**config.mk**
```make
export PLATFORM = sky130hd
export DESIGN_NAME = fusion_unit_core
export DESIGN_NICKNAME = d
export VERILOG_FILES = /design/src/rtl/fusion_pkg.sv /design/src/rtl/fusion_unit_core_bit_brick.sv /design/src/rtl/fusion_unit_core.sv
export SDC_FILE = /design/constraint.sdc
export NUM_CORES = 1
export LEC_CHECK = 0
export CORE_MARGIN = 1
export CORE_UTILIZATION = 55
export CTS_CLUSTER_SIZE = 16
export DETAILED_ROUTE_END_ITERATION = 16
export MAX_ROUTING_LAYER = met4
export PLACE_DENSITY = 0.76
export SETUP_SLACK_MARGIN = 0.05
export SYNTH_ARGS = -nofsm -noshare
export SYNTH_HDL_FRONTEND = slang
export SYNTH_SLANG_ARGS = --single-unit
```
**constraint.sdc**
```tcl
create_clock -name clk -period 25.6 [get_ports clk]
set_clock_uncertainty 0.05 [all_clocks]
set_input_delay 5.12 -clock clk [delete_from_list [all_inputs] [get_ports clk]]
set_output_delay 5.12 -clock clk [all_outputs]
set_load 0.05 [all_outputs]
```
**src/rtl/fusion_pkg.sv**
```systemverilog
// Shared constants and types for the fusible bit-brick MAC cell.
package fusion_pkg;

    localparam logic [2:0] BW_2 = 3'b001;
    localparam logic [2:0] BW_4 = 3'b010;
    localparam logic [2:0] BW_8 = 3'b100;

    localparam int NUM_BRICKS = 16;
    localparam int SLICE_W    = 2;
    localparam int BUS_W      = NUM_BRICKS * SLICE_W;
    localparam int PSUM_W     = 32;
    localparam int PROD_W     = 18;  // 6b product shifted by up to 12

    // Per-brick operand routing derived from the width/sign fields.
    typedef struct packed {
        logic [1:0] i_idx;   // input slice position within its operand
        logic [1:0] j_idx;   // weight slice position within its operand
        logic       i_sext;  // input slice is a signed MSB slice
        logic       w_sext;  // weight slice is a signed MSB slice
    } brick_cfg_t;

    // log2 of slices per operand; unknown codes fall back to 8b.
    function automatic logic [1:0] bw_log2(input logic [2:0] bw);
        case (bw)
            BW_2:    return 2'd0;
            BW_4:    return 2'd1;
            default: return 2'd2;
        endcase
    endfunction

    // (1 << lg) - 1 as a 4-bit mask, lg in 0..4.
    function automatic logic [3:0] lg_mask(input logic [2:0] lg);
        return 4'((5'd1 << lg) - 5'd1);
    endfunction

endpackage

```
**src/rtl/fusion_unit_core_bit_brick.sv**
```systemverilog
// One 2x2-bit brick: extends each slice to 3b, multiplies signed,
// and places the product at bit weight 2*(i+j).
module bit_brick
    import fusion_pkg::*;
(
    input  logic [SLICE_W-1:0]       in_slice,
    input  logic [SLICE_W-1:0]       w_slice,
    input  logic                     in_sext,
    input  logic                     w_sext,
    input  logic [1:0]               i_idx,
    input  logic [1:0]               j_idx,
    output logic signed [PROD_W-1:0] prod
);

    logic signed [5:0] a6;
    logic signed [5:0] b6;
    logic signed [5:0] p6;
    logic        [2:0] sh;

    // Extend slices, multiply, and shift into place.
    always_comb begin
        a6   = {{4{in_sext & in_slice[1]}}, in_slice};
        b6   = {{4{w_sext & w_slice[1]}}, w_slice};
        p6   = a6 * b6;
        sh   = {1'b0, i_idx} + {1'b0, j_idx};
        prod = {{(PROD_W-6){p6[5]}}, p6} <<< {sh, 1'b0};
    end

endmodule

```
**src/rtl/fusion_unit_core.sv**
```systemverilog
// Fusible MAC cell: decodes operand widths into brick routing, sums the
// sixteen shifted brick products into a registered psum and forwards the
// input bus one cell to the right.
module fusion_unit_core
    import fusion_pkg::*;
(
    input  logic              clk,
    input  logic              nRST,
    input  logic [2:0]        input_bitwidth,
    input  logic [2:0]        weight_bitwidth,
    input  logic [3:0]        input_sign,
    input  logic [3:0]        weight_sign,
    input  logic [BUS_W-1:0]  input_forward,
    input  logic [BUS_W-1:0]  weight,
    output logic [PSUM_W-1:0] psum,
    output logic [BUS_W-1:0]  input_to_right
);

    brick_cfg_t [NUM_BRICKS-1:0]             cfg;
    logic       [NUM_BRICKS-1:0][PROD_W-1:0] prod;
    logic       [1:0]                        ni_lg;
    logic       [1:0]                        nw_lg;
    logic       [3:0]                        g_mask;
    logic       [3:0]                        ni_mask;
    logic       [3:0]                        nw_mask;
    logic       [PSUM_W-1:0]                 psum_d,  psum_q;
    logic       [BUS_W-1:0]                  itr_d,   itr_q;

    // Map each brick to its slice pair: l = k mod G, i = l / Nw, j = l mod Nw.
    always_comb begin
        ni_lg   = bw_log2(input_bitwidth);
        nw_lg   = bw_log2(weight_bitwidth);
        g_mask  = lg_mask({1'b0, ni_lg} + {1'b0, nw_lg});
        ni_mask = lg_mask({1'b0, ni_lg});
        nw_mask = lg_mask({1'b0, nw_lg});
        cfg     = '0;
        for (int k = 0; k < NUM_BRICKS; k++) begin
            cfg[k].i_idx  = 2'((4'(k) & g_mask) >> nw_lg);
            cfg[k].j_idx  = 2'(4'(k) & nw_mask);
            cfg[k].i_sext = input_sign[k/4]  && (cfg[k].i_idx == ni_mask[1:0]);
            cfg[k].w_sext = weight_sign[k/4] && (cfg[k].j_idx == nw_mask[1:0]);
        end
    end

    for (genvar k = 0; k < NUM_BRICKS; k++) begin : g_brick
        bit_brick u_brick (
            .in_slice (input_forward[SLICE_W*k +: SLICE_W]),
            .w_slice  (weight[SLICE_W*k +: SLICE_W]),
            .in_sext  (cfg[k].i_sext),
            .w_sext   (cfg[k].w_sext),
            .i_idx    (cfg[k].i_idx),
            .j_idx    (cfg[k].j_idx),
            .prod     (prod[k])
        );
    end

    // Sign-extend and sum all brick products; forward the input bus.
    always_comb begin
        psum_d = '0;
        for (int k = 0; k < NUM_BRICKS; k++) begin
            psum_d = psum_d + {{(PSUM_W-PROD_W){prod[k][PROD_W-1]}}, prod[k]};
        end
        itr_d = input_forward;
    end

    // Output registers; reset wins over fresh data.
    always_ff @(posedge clk) begin
        if (nRST) begin
            psum_q <= '0;
            itr_q  <= '0;
        end else begin
            psum_q <= psum_d;
            itr_q  <= itr_d;
        end
    end

    assign psum           = psum_q;
    assign input_to_right = itr_q;

endmodule

```
==> summary.md, run 1 <==
| Metric | Value |
|---|---|
| CP startpoint kind | input pin |
| # clock sinks | 64 |
| Via count | 15700 |
| Outcome | complete, no violations |
| Most used DFF post-synth | dfxtp_1 |
| Vias in the first global route | 15600 |
| Setup Slack @ Placement | 7.43 ns |
| H-tree depth | 3 |
| Drt first pass iters | 6 |
| Layout area overhead | 11.0% |
| Sequential area share after synthesis | 7.01% |
| Placed Cells | 2728 |
| Layout Nets | 2834 |
| Layout cell share with drive strength beyond 1 | 4.69% |
| Utilization after layout | 62.2% |
| Post-Syn Area | 0.0183 mm2 |
| Final worst-path cycle share | 70.2% |
| CP endpoint kind | flip-flop |
| Asr flop ratio synth | 0% |
| FF+latch count, synth | 64 |
| Core region area | 0.0326 mm2 |
| Area leader, netlist | fa_1 |
| Netlist cell types | 78 |
| Die X | 184 um |
| Final Slew Violations | 0 |
| Area share of the largest cell type after synthesis | 35.2% |
| Worst Tran Pin Value | 1.05 ns |
| Critical Path AT | 18.19 ns |
| Clk pin slew, worst setup/hold paths | 0.07 ns |
| Crit-path max FO | 9 |
| Syn_area_per_cell | 8.25 um2 |
| Type of the most critical hold path | input pin to flip-flop |
| CP required | 25.81 ns |
| First-pass GRT wire length | 87.6 mm |
| 1st-iter DRT viols | 1511 |
| Initial Util | 56.0% |
| Setup TNS | 0 ns |
| CTS tree | yes |
| FP Rows | 66 |
| Final min period | 17.98 ns |
| Hold Fails Final Rpt | 0 |
| Clock Tree Buf Depth | 2 |
| Relative slew slack | 29.5% |
| Mapped Nets | 2753 |
| Most frequent cells in the layout | inv_1, fa_1, nand2_1 |
| GR Util All Layers | 35.7% |
| Largest net degree at the start of global routing | 67 |
| Non-filler cells, final | 2744 |
| Post-synth EDFFs | 0 |
| Gr ovfl total | 0 |
| Synthesized netlist cell count | 2216 |
| MaxCap Viol Count | 0 |
| Post-CTS Hold Fix Bufs | 0 |
| Post-CTS Setup Inserts | 0 |
| Chip Height | 184 um |
| CTS Root Cell | clkbuf_16 |
| Via/cell ratio | 5.72 |
| DRC | 0 |
| CTS buffer count | 9 |
| Most frequent CP cell | fa_1 |
| Yosys warns | 0 |
| Most common cell after layout, fill and taps aside | inv_1 |
| Routed WL | 55.8 mm |
| Leading post-synthesis cells by cell area | fa_1, ha_1, inv_1 |
| Antenna diode count | 0 |
| Die area | 0.0340 mm2 |
| ANT nets after route | 0 |
| Worst path bufs/invs | 10 |
| Critical-path top delay cell | or3b_1 |
| RSZ-0062 raised after global routing | false |
| Largest stage delay, worst path | 0.66 ns |
| Routability congestion estimate | 1.06 |
| PnR worst setup slack | 7.62 ns |
| Crit Path Class | input pin to flip-flop |
| Post-cts sizing count | 0 |
| Initial antenna violation count | 0 |
| Routed length per placed instance | 20.3 um |
| Fillers | 2926 |
| Family with the most delay on the worst path | adder cells |
| Num ports | 144 |
| Setup violations, final | 0 |
| Port buffer count | 143 |
| Post-DP HPWL | 47.8 mm |
| Max Clock Freq | 0.0556 GHz |
-- routing by layer --
metal	part of all wire (%)	routed length (um)	track usage, %	vias to the layer above
met1	42	23500	47.2	7646
li1	-	-	-	7280
met5	0	0	-	-
met4	4.8	2680	16.4	0
met2	45	25100	53.6	650
met3	8.1	4510	6.32	120
-- sequential cells by signal (all words and copies together) (netlist names) --
name	cells
psum	32
input_to_right	32
-- synth_stat cells (14+ instances only) --
library cell / count
o21ai_0: 88
o22ai_1: 16
nand2_1: 174
nand3_1: 62
a31oi_1: 51
and2_1: 47
nor2b_1: 53
nand2b_1: 33
clkbuf_1: 66
xor2_1: 23
a211oi_1: 14
inv_1: 428
nor3_1: 34
mux2_2: 18
dfxtp_1: 64
a21oi_1: 131
or2_2: 35
mux2i_1: 22
xnor2_1: 63
ha_1: 136
fa_1: 321
nor2_1: 148
-- area by class of cell --
class / instances / area, um2 / share of cell area [%]
Clock inverter: 6 / 58.8 / 0.290
Clock buffer: 10 / 239 / 1.18
Inverter: 431 / 1620 / 7.98
Timing Repair Buffer: 155 / 1520 / 7.48
Multi-Input combinational cell: 1636 / 15000 / 74.0
Tap cell: 442 / 553 / 2.73
Sequential cell: 64 / 1280 / 6.32
-- path summary, 6_finish.rpt --
kind	cells after the start	endpoint	slack, ns	startpoint
worst max-delay path	45	psum[24]$_SDFF_PP0_	7.62	weight_bitwidth[2]
worst min-delay path	2	input_to_right[28]$_SDFF_PP0_	5.32	input_forward[28]
-- cells by family after synthesis --
family	synth area share, %
AND/OR/NAND/NOR	17.6
buffers and inverters	10.8
adder cells (fa/ha/maj)	44.5
AO/OA/AOI/OAI	13.6
XOR/XNOR	4.21
flip-flops	7.01
multiplexers	2.38
-- through the flow --
| step | area, um2 | hold WS (ns) |
|---|---|---|
| 2_1_floorplan | 18300 | 5.20 |
| 3_3_place_gp | 20000 | 5.71 |
| 3_5_place_dp | 20000 | 5.72 |
| 4_1_cts | 20300 | 5.31 |
| 5_1_grt | 20300 | 5.34 |
| 6_report | 20300 | 5.32 |
Power of run 1 is left out: the tool's default activity adds up to more than one toggle a clock period on the data nets, which glitch-free logic cannot reach.
==> run 2: changes to the inputs <==
--- a/config.mk
+++ b/config.mk
@@ -10,7 +10,7 @@
 export CTS_CLUSTER_SIZE = 16
 export DETAILED_ROUTE_END_ITERATION = 16
 export MAX_ROUTING_LAYER = met4
-export PLACE_DENSITY = 0.76
+export PLACE_DENSITY = 0.79
 export SETUP_SLACK_MARGIN = 0.05
 export SYNTH_ARGS = -nofsm -noshare
 export SYNTH_HDL_FRONTEND = slang
==> constraint.sdc (replaced) <==
create_clock -name clk -period 15.7 [get_ports clk]
set_clock_uncertainty 0.05 [all_clocks]
set_input_delay 3.14 -clock clk [delete_from_list [all_inputs] [get_ports clk]]
set_output_delay 3.14 -clock clk [all_outputs]
set_load 0.05 [all_outputs]
==> summary.md, run 2 (synthesized netlist as in run 1, its figures left out) <==
| Metric | Value |
|---|---|
| CTS tree | yes |
| Relative slew slack | 20.1% (-9.4 points) |
| Most common cell after layout, fill and taps aside | inv_1 |
| Initial Util | 56.0% (unchanged) |
| Final worst-path cycle share | 95.9% |
| Final min period | 15.06 ns |
| GR Util All Layers | 35.9% (+0.19 points) |
| Hold Fails Final Rpt | 0 (unchanged) |
| Core region area | 0.0326 mm2 (unchanged) |
| Layout Nets | 2845 (+0.39%) |
| Max Clock Freq | 0.0664 GHz |
| CTS Root Cell | clkbuf_16 |
| Routability congestion estimate | 1.06 (about the same) |
| Drt first pass iters | 6 (unchanged) |
| Routed WL | 55.5 mm (-0.55%) |
| MaxCap Viol Count | 0 (unchanged) |
| Crit Path Class | input pin to flip-flop |
| Antenna diode count | 0 (unchanged) |
| Setup TNS | 0 ns (unchanged) |
| Initial antenna violation count | 0 (unchanged) |
| Type of the most critical hold path | input pin to flip-flop |
| Vias in the first global route | 15700 (+0.70%) |
| Setup crit start | weight_bitwidth[1] |
| Die area | 0.0340 mm2 (unchanged) |
| Worst Setup EP | psum[24]$_SDFF_PP0_ |
| Largest stage delay, worst path | 0.60 ns (-0.06 ns) |
| Via/cell ratio | 5.64 (-1.4%) |
| Fillers | 2886 (-1.4%) |
| ANT nets after route | 0 (unchanged) |
| Most frequent CP cell | fa_1 |
| Clk pin slew, worst setup/hold paths | 0.06 ns (about the same) |
| Utilization after layout | 62.5% (+0.32 points) |
| Die X | 184 um (unchanged) |
| Gr ovfl total | 0 (unchanged) |
| Port buffer count | 143 (unchanged) |
| Post-CTS Setup Inserts | 0 (unchanged) |
| Final Slew Violations | 0 (unchanged) |
| DRC | 0 (unchanged) |
| Critical Path AT | 15.27 ns (-2.92 ns) |
| Layout cell share with drive strength beyond 1 | 5.10% (+0.41 points) |
| CP endpoint kind | flip-flop |
| RSZ-0062 raised after global routing | false |
| Worst Tran Pin Value | 1.19 ns (+0.137 ns) |
| Most frequent cells in the layout | inv_1, fa_1, nand2_1 |
| CTS buffer count | 9 (unchanged) |
| Layout area overhead | 11.6% |
| Crit-path max FO | 9 (unchanged) |
| Via count | 15500 (-1.0%) |
| # clock sinks | 64 (unchanged) |
| Clock Tree Buf Depth | 2 (unchanged) |
| 1st-iter DRT viols | 1388 (-8.1%) |
| Num ports | 144 (unchanged) |
| Hold path depth | 2 (unchanged) |
| CP startpoint kind | input pin |
| Post-DP HPWL | 47.6 mm (-0.31%) |
| Routed length per placed instance | 20.1 um (-0.91%) |
| Setup violations, final | 0 (unchanged) |
| Chip Height | 184 um (unchanged) |
| H-tree depth | 3 (unchanged) |
| FP Rows | 66 (unchanged) |
| Largest net degree at the start of global routing | 67 (unchanged) |
| Critical-path top delay cell | clkdlybuf4s50_1 |
| First-pass GRT wire length | 87.8 mm (+0.20%) |
| Outcome | complete, no violations |
| CP required | 15.91 ns (-9.90 ns) |
| Critical hold path startpoint | input_forward[13] |
## run 2: cell types whose count changed in the layout (fill, tap and decap cells not counted)
cell / change
bufinv_16: +1
o21ai_0: -1
clkinv_2: -3
clkinvlp_4: +1
buf_4: +11
o21ai_1: +1
## run 2: worst min path at each step
stage	endpoint
after floorplan	input_to_right[0]$_SDFF_PP0_
after global placement	input_to_right[28]$_SDFF_PP0_
after detailed placement	input_to_right[13]$_SDFF_PP0_
after CTS	input_to_right[1]$_SDFF_PP0_
after global routing	input_to_right[13]$_SDFF_PP0_
final	input_to_right[13]$_SDFF_PP0_
## run 2: area by class of cell
class                   instances  area, um2  area share, %
flip-flops and latches         64       1280           6.28
well taps                     442        553           2.71
inverters                     431       1620           7.93
repair buffers                166       1600           7.84
clock buffers                  10        239           1.17
clock inverters                 5       81.3          0.399
multi-input cells            1636      15000           73.7
## run 2: layer usage
| metal | wire, um | track usage, % | vias up |
|---|---|---|---|
| li1 | - | - | 7291 |
| met2 | 25500 | 55.1 | 565 |
| met1 | 24100 | 47.5 | 7589 |
| met5 | 0 | - | - |
| met4 | 2530 | 15.4 | 0 |
| met3 | 3380 | 5.41 | 90 |
## run 2: through the flow
stage | area (um2) | setup slack, ns | cells | hold WS, ns
6_report | 20400 | 0.639 | 2754 | 3.36
5_1_grt | 20400 | 0.0799 | 2754 | 3.37
4_1_cts | 20400 | 0.607 | 2754 | 3.35
3_5_place_dp | 20100 | 0.243 | 2739 | 3.74
3_3_place_gp | 20100 | 0.591 | 2739 | 3.74
2_1_floorplan | 18300 | 1.59 | 2216 | 3.22
## run 2: critical path, delay by kind of cell
| family | cells | cell delay [ns] |
|---|---|---|
| fa+ha+maj | 14 | 6.12 |
| xor+xnor | 3 | 0.66 |
| simple gates | 7 | 1.29 |
| buf+inv | 10 | 1.25 |
| mux | 1 | 0.36 |
| compound gates | 10 | 2.43 |
## run 2: what timing repair did
item	in CTS	in global routing
hold buffers	0	0
gates resized for setup	0	1
setup endpoints to repair	0	5
Power of run 2 is left out for the same reason.
==> run 3: changes to the inputs <==
--- a/config.mk
+++ b/config.mk
@@ -9,6 +9,7 @@
 export CORE_UTILIZATION = 55
 export CTS_CLUSTER_SIZE = 16
 export DETAILED_ROUTE_END_ITERATION = 16
+export HOLD_SLACK_MARGIN = 0.03
 export MAX_ROUTING_LAYER = met4
 export PLACE_DENSITY = 0.79
 export SETUP_SLACK_MARGIN = 0.05
==> results of run 3 <==
Final layout, timing and power as in run 2 (identical DEF).
Power of run 3 is left out for the same reason.
